[src/rtl/sram_bank_arbiter_pkg.sv]
// Shared constants and types for the SRAM bank arbiter.
// Requester indices, default SRAM geometry and the read tag bundle.
package sram_bank_arbiter_pkg;

    localparam int NUM_REQ  = 4;
    localparam int REQ_NTSC = 3;
    localparam int REQ_VGA  = 2;
    localparam int REQ_LPF  = 1;
    localparam int REQ_PTF  = 0;

    localparam int SRAM_ADDR_W = 19;
    localparam int SRAM_DATA_W = 36;

    typedef struct packed {
        logic               valid;
        logic [NUM_REQ-1:0] id;
    } rd_tag_t;

endpackage

[src/rtl/read_tag_pipe.sv]
// Read tag delay line: carries {valid, id} of each granted read
// so the returning SRAM word can be routed to its requester.
module read_tag_pipe
    import sram_bank_arbiter_pkg::*;
#(
    parameter int DEPTH = 2
) (
    input  logic    clock,
    input  logic    clear,
    input  rd_tag_t tag_in,
    output rd_tag_t tag_out
);

    rd_tag_t stage [DEPTH];

    // Shift one stage per cycle; clear drops every read in flight.
    always_ff @(posedge clock) begin
        if (clear) begin
            for (int i = 0; i < DEPTH; i++) begin
                stage[i] <= '0;
            end
        end else begin
            stage[0] <= tag_in;
            for (int i = 1; i < DEPTH; i++) begin
                stage[i] <= stage[i-1];
            end
        end
    end

    assign tag_out = stage[DEPTH-1];

endmodule

[src/rtl/sram_bank_arbiter.sv]
// Single-bank SRAM arbiter: NTSC > starved LPF/PTF > VGA > LPF/PTF
// round-robin, with tagged fixed-latency read return.
module sram_bank_arbiter
    import sram_bank_arbiter_pkg::*;
#(
    parameter int ADDR_W       = SRAM_ADDR_W,
    parameter int DATA_W       = SRAM_DATA_W,
    parameter int READ_LATENCY = 2,
    parameter int STARVE_LIMIT = 8
) (
    input  logic                  clock,
    input  logic                  reset,
    input  logic [NUM_REQ-1:0]    req,
    input  logic [NUM_REQ-1:0]    wr,
    input  logic [4*ADDR_W-1:0]   addr,
    input  logic [4*DATA_W-1:0]   wdata,
    output logic [NUM_REQ-1:0]    grant,
    output logic [NUM_REQ-1:0]    rvalid,
    output logic [DATA_W-1:0]     rdata,
    output logic [ADDR_W-1:0]     mem_addr,
    output logic [DATA_W-1:0]     mem_write,
    output logic                  mem_wr,
    input  logic [DATA_W-1:0]     mem_read,
    output logic [15:0]           starve_events
);

    localparam logic [7:0] LIMIT = 8'(STARVE_LIMIT);

    logic [7:0]         wait_cnt [2];
    logic [1:0]         starved;
    logic               rr_ptf;
    logic [15:0]        starve_cnt;
    logic [NUM_REQ-1:0] grant_c;
    logic [NUM_REQ-1:0] rr_pick;
    logic               starve_win;
    logic [DATA_W-1:0]  rdata_hold;
    rd_tag_t            tag_in;
    rd_tag_t            tag_tail;
    logic               unused_wr_ntsc;

    assign unused_wr_ntsc = wr[REQ_NTSC];

    // Starved means still requesting with the wait counter at the limit.
    always_comb begin
        starved = '0;
        for (int i = 0; i < 2; i++) begin
            starved[i] = req[i] && (wait_cnt[i] == LIMIT);
        end
    end

    assign rr_pick = rr_ptf ? 4'b0001 : 4'b0010;

    // Fixed-priority grant with the starvation override above VGA.
    always_comb begin
        grant_c    = '0;
        starve_win = 1'b0;
        if (!reset) begin
            if (req[REQ_NTSC]) begin
                grant_c[REQ_NTSC] = 1'b1;
            end else if (&starved) begin
                grant_c    = rr_pick;
                starve_win = 1'b1;
            end else if (starved[REQ_LPF]) begin
                grant_c[REQ_LPF] = 1'b1;
                starve_win       = 1'b1;
            end else if (starved[REQ_PTF]) begin
                grant_c[REQ_PTF] = 1'b1;
                starve_win       = 1'b1;
            end else if (req[REQ_VGA]) begin
                grant_c[REQ_VGA] = 1'b1;
            end else if (req[REQ_LPF] && req[REQ_PTF]) begin
                grant_c = rr_pick;
            end else if (req[REQ_LPF]) begin
                grant_c[REQ_LPF] = 1'b1;
            end else if (req[REQ_PTF]) begin
                grant_c[REQ_PTF] = 1'b1;
            end
        end
    end

    assign grant = grant_c;

    // Steer the granted requester onto the SRAM port.
    always_comb begin
        mem_addr  = '0;
        mem_write = '0;
        mem_wr    = 1'b0;
        unique case (1'b1)
            grant_c[REQ_NTSC]: begin
                mem_addr  = addr[REQ_NTSC*ADDR_W +: ADDR_W];
                mem_write = wdata[REQ_NTSC*DATA_W +: DATA_W];
                mem_wr    = 1'b1;
            end
            grant_c[REQ_VGA]: begin
                mem_addr  = addr[REQ_VGA*ADDR_W +: ADDR_W];
                mem_write = wdata[REQ_VGA*DATA_W +: DATA_W];
                mem_wr    = wr[REQ_VGA];
            end
            grant_c[REQ_LPF]: begin
                mem_addr  = addr[REQ_LPF*ADDR_W +: ADDR_W];
                mem_write = wdata[REQ_LPF*DATA_W +: DATA_W];
                mem_wr    = wr[REQ_LPF];
            end
            grant_c[REQ_PTF]: begin
                mem_addr  = addr[REQ_PTF*ADDR_W +: ADDR_W];
                mem_write = wdata[REQ_PTF*DATA_W +: DATA_W];
                mem_wr    = wr[REQ_PTF];
            end
            default: ;
        endcase
    end

    // Wait counters: count denied cycles, saturate at the limit.
    always_ff @(posedge clock) begin
        for (int i = 0; i < 2; i++) begin
            if (reset || !req[i] || grant_c[i]) begin
                wait_cnt[i] <= '0;
            end else if (wait_cnt[i] != LIMIT) begin
                wait_cnt[i] <= wait_cnt[i] + 8'd1;
            end
        end
    end

    // Round-robin pointer flips to the other LPF/PTF after a grant.
    always_ff @(posedge clock) begin
        if (reset) begin
            rr_ptf <= 1'b0;
        end else if (grant_c[REQ_LPF]) begin
            rr_ptf <= 1'b1;
        end else if (grant_c[REQ_PTF]) begin
            rr_ptf <= 1'b0;
        end
    end

    // Saturating count of grants won through starvation.
    always_ff @(posedge clock) begin
        if (reset) begin
            starve_cnt <= '0;
        end else if (starve_win && starve_cnt != 16'hFFFF) begin
            starve_cnt <= starve_cnt + 16'd1;
        end
    end

    assign starve_events = starve_cnt;

    // NTSC is write-only, so only the lower three can issue reads.
    always_comb begin
        tag_in       = '0;
        tag_in.id    = grant_c & {1'b0, ~wr[2:0]};
        tag_in.valid = |tag_in.id;
    end

    read_tag_pipe #(
        .DEPTH (READ_LATENCY)
    ) u_tag_pipe (
        .clock   (clock),
        .clear   (reset),
        .tag_in  (tag_in),
        .tag_out (tag_tail)
    );

    // Capture each returned word so rdata holds between returns.
    always_ff @(posedge clock) begin
        if (reset) begin
            rdata_hold <= '0;
        end else if (tag_tail.valid) begin
            rdata_hold <= mem_read;
        end
    end

    assign rvalid = (!reset && tag_tail.valid) ? tag_tail.id : '0;

    assign rdata = reset          ? '0 :
                   tag_tail.valid ? mem_read :
                                    rdata_hold;

endmodule

[config.mk]
export PLATFORM = sky130hd
export DESIGN_NAME = sram_bank_arbiter
export DESIGN_NICKNAME = d
export VERILOG_FILES = /design/src/rtl/sram_bank_arbiter_pkg.sv /design/src/rtl/read_tag_pipe.sv /design/src/rtl/sram_bank_arbiter.sv
export SDC_FILE = /design/constraint.sdc
export NUM_CORES = 1
export LEC_CHECK = 0
export ABC_CLOCK_PERIOD_IN_PS = 2700
export BUFFER_PORTS_ARGS = -buffer_cell sky130_fd_sc_hd__buf_2
export CORE_AREA = 2 2 146 148
export CTS_CLUSTER_DIAMETER = 150
export CTS_CLUSTER_SIZE = 12
export DETAILED_ROUTE_END_ITERATION = 10
export DIE_AREA = 0 0 148 150
export PLACE_DENSITY = 0.61
export SETUP_SLACK_MARGIN = 0.3
export SKIP_CTS_REPAIR_TIMING = 1
export SLEW_MARGIN = 20
export SYNTH_ARGS = -nofsm -noshare
export SYNTH_HDL_FRONTEND = slang
export SYNTH_SLANG_ARGS = --single-unit
[constraint.sdc]
create_clock -name clock -period 2.7 [get_ports clock]
set_input_delay 0.27 -clock clock [delete_from_list [all_inputs] [get_ports clock]]
set_output_delay 0.27 -clock clock [all_outputs]
set_load 0.02 [all_outputs]
==> results.sh <==
export IMPL_ys_seq_elements=77
export IMPL_setup_worst_path_start_class="flip-flop"
export IMPL_ios=382
export IMPL_vias=5809
export IMPL_synth_edf_count=16
export IMPL_synthXorXnorAreaFrac_pct=2.23
export IMPL_ff2ff_path_depth=5
export IMPL_finClkSkew_ns=0.00667
export IMPL_root_buffer="clkbuf_16"
export IMPL_worstHoldPathType="in -> reg"
export IMPL_r2r_start="wait_cnt[1][2]"
export IMPL_grt_max_degree=57
export IMPL_finalHoldViolations=0
export IMPL_synth_fa_ha_area_share_pct=1.33
export IMPL_worst_pin_slew_ns=0.694
export IMPL_synth_top_family_by_area="compound AO/OA/AOI/OAI gates"
export IMPL_coreArea_mm2=0.0207
export IMPL_drt_wl_total_um=22900
export IMPL_violations="setup timing"
export IMPL_die_area_mm2=0.0222
export IMPL_yosysWarnings=0
export IMPL_hold_path_depth=2
export IMPL_fillers=2130
export IMPL_end_kind="output pin"
export IMPL_io_buffers=379
export IMPL_avgSynthCellArea_um2=9.38
export IMPL_drc=0
export IMPL_syn_nets=773
export IMPL_pre_cts_ws_ns=-0.0155
export IMPL_synth_simple_area_share_pct=18.1
export IMPL_synthArstFlopShare_pct=0
export IMPL_clk_path_buf_depth=2
export IMPL_nets=1172
export IMPL_drive_gt1_share_pct=52.2
export IMPL_slew_violations=0
export IMPL_rrSetupSlack_ns=0.20
export IMPL_htree_levels=3
export IMPL_syn_to_final_growth_pct=65.8
export IMPL_yosysSeqAreaShare_pct=36.1
export IMPL_initial_core_util_pct=22.8
export IMPL_rsz0062_at_grt="true"
export IMPL_critPathRequiredTime_ns=2.43
export IMPL_yosysUniqueCellTypes=56
export IMPL_grt_pass1_vias=5213
export IMPL_track_usage_pct=18.0
export IMPL_die_h_um=150
export IMPL_power_density_mw_per_mm2=398
export IMPL_synth_cells=502
export IMPL_antenna_found_initial=16
export IMPL_synth_flop_cell="dfxtp_1"
export IMPL_slew_limit_headroom_pct=53.6
export IMPL_drv_cap=0
export IMPL_drtIter0Drc=285
export IMPL_status="finished, violations left"
export IMPL_cts_tree="yes"
export IMPL_dr_pass1_iters=4
export IMPL_critPathKind="reg -> out"
export IMPL_max_freq_mhz=317
export IMPL_fin_crit_sh_pct=117
export IMPL_hold_start="wr[1]"
export IMPL_clk_pin_slew_ns=0.06
export IMPL_synth_largest_area_cell="dfxtp_1"
export IMPL_muxShareOfSynthArea_pct=9.30
export IMPL_hold_path_endpoint="u_tag_pipe.stage[0][1]"
export IMPL_min_period_ns=3.15
export IMPL_synthTopCellsByArea="dfxtp_1 26%, a221o_1 12%, a22o_1 10%"
export IMPL_synth_top_area_share_pct=25.9
export IMPL_fp_dieW_um=148
export IMPL_grt_overflow_total=0
export IMPL_grt_pass1_wl_um=30000
export IMPL_fin_ws_ns=-0.452
export IMPL_critPathMaxFanout=7
export IMPL_synth_compound_area_share_pct=27.1
export IMPL_ant_nets=0
export IMPL_wl_per_cell_um=19.3
export IMPL_via_per_inst=4.90
export IMPL_reg2reg_to="starve_events[8]"
export IMPL_numCtsBuffers=9
export IMPL_insertion_delay_ns=0.34
export IMPL_power_leakage_uw=0.00373
export IMPL_fin_util_pct=37.7
export IMPL_worstPathArrival_ns=2.88
export IMPL_setup_viol=58
export IMPL_cts_sinks=77
export IMPL_place_congestion=0.896
export IMPL_rows=53
export IMPL_synthesis_area_mm2=0.00471
export IMPL_holdWs_ns=0.172
export IMPL_dp_hpwl_um=17600
export IMPL_ir_drop_v=0.000285
where the power goes:
group	leakage, uW	internal [uW]	switching, uW
logic	0.00289	363	379
clock network	0.000145	701	464
registers	0.000690	1190	9.19
total	0.00373	2250	853
worst max-delay path by stage:
| stage | startpoint | to | slack (ns) |
|---|---|---|---|
| global route | wait_cnt[1][0] | mem_write[2] | -0.52 |
| global placement | wait_cnt[1][0] | mem_write[2] | -0.008 |
| finish | wait_cnt[1][1] | mem_write[2] | -0.45 |
| CTS | wait_cnt[1][0] | mem_write[2] | -0.40 |
| floorplan | wait_cnt[1][0] | mem_addr[0] | 0.19 |
| detailed placement | wait_cnt[1][0] | mem_write[2] | -0.02 |
cells in the mapped netlist, types with 4 or more instances:
| cell | n |
|---|---|
| a21oi_1 | 10 |
| a221o_1 | 56 |
| a22o_1 | 56 |
| and2_1 | 4 |
| and3_1 | 4 |
| buf_1 | 5 |
| buf_2 | 6 |
| buf_6 | 7 |
| clkbuf_1 | 22 |
| dfxtp_1 | 61 |
| edfxtp_1 | 16 |
| ha_1 | 5 |
| inv_1 | 13 |
| mux2i_1 | 37 |
| nand2_1 | 18 |
| nand3_1 | 13 |
| nand4_1 | 4 |
| nor2_1 | 69 |
| nor2b_1 | 12 |
| nor3_1 | 6 |
| nor4_1 | 5 |
| o21ai_0 | 6 |
| o31ai_1 | 5 |
| or2_2 | 4 |
| or3_1 | 4 |
| or4_1 | 5 |
| xnor2_1 | 6 |
| xor2_1 | 6 |
cell families (layout without fill, tap and decap cells):
| kind of cell | count (synthesis) | count (layout) |
|---|---|---|
| AO/OA/AOI/OAI | 145 | 145 |
| XOR/XNOR | 12 | 12 |
| adder cells (fa/ha/maj) | 5 | 5 |
| buffers and inverters | 55 | 459 |
| flip-flops | 77 | 77 |
| multiplexers | 43 | 43 |
| other | 1 | 6 |
| AND/OR/NAND/NOR | 164 | 164 |
worst max-delay path, cell delays in order, from the launching register on:
cell and delay [ns]:
edfxtp_1 0.38, inv_1 0.08, ha_2 0.17, or4b_4 0.48, nor4_4 0.21, buf_4 0.18
nor3_4 0.10, buf_12 0.18, a22o_1 0.21, a221o_1 0.36, buf_6 0.17
state kept, by name (all words and copies together) (netlist names):
signal	count
starve_events	16
wait_cnt	16
rdata_hold	36
u_tag_pipe.stage	8
rr_ptf	1
layout by cell type, fill, tap and decap left out, drive strengths merged, types with 6 or more instances in the layout:
master / n
o21ai: 6
nand2: 18
mux2i: 37
xnor2: 6
clkbuf: 19
a22o: 56
nor3: 7
buf: 423
mux2: 6
edfxtp: 16
nor2b: 12
xor2: 6
nor2: 69
dfxtp: 61
a21oi: 11
nand3: 14
inv: 15
a221o: 56
nor4: 6
metal layers:
metal | global-route usage, % | up-vias | share of wire (%)
met5 | 0 | - | 0.15
met4 | 7.24 | 6 | 3.0
met3 | 5.43 | 59 | 9.1
met2 | 29.7 | 316 | 49
met1 | 21.8 | 2673 | 39
li1 | - | 2755 | -
layout make-up:
| cell class | count | area [um2] | share of cell area, % |
|---|---|---|---|
| flip-flops and latches | 77 | 1700 | 21.8 |
| diodes | 5 | 12.5 | 0.160 |
| clock buffers | 13 | 272 | 3.48 |
| multi-input cells | 370 | 2840 | 36.4 |
| well taps | 275 | 344 | 4.41 |
| repair buffers | 429 | 2560 | 32.8 |
| inverters | 14 | 55.1 | 0.705 |
| clock inverters | 3 | 16.3 | 0.208 |
metrics by stage:
step | area [um2] | TNS [ns] | total power [uW] | cells
after floorplan | 4730 | 0 | 1560 | 502
after global placement | 7110 | -0.00825 | 1900 | 1152
after detailed placement | 7110 | -0.0155 | 1900 | 1152
after CTS | 7400 | -18.95 | 3090 | 1168
after global routing | 7800 | -27.24 | 3250 | 1182
final | 7810 | -21.65 | 3100 | 1186
(Power assumes the default switching activity.)
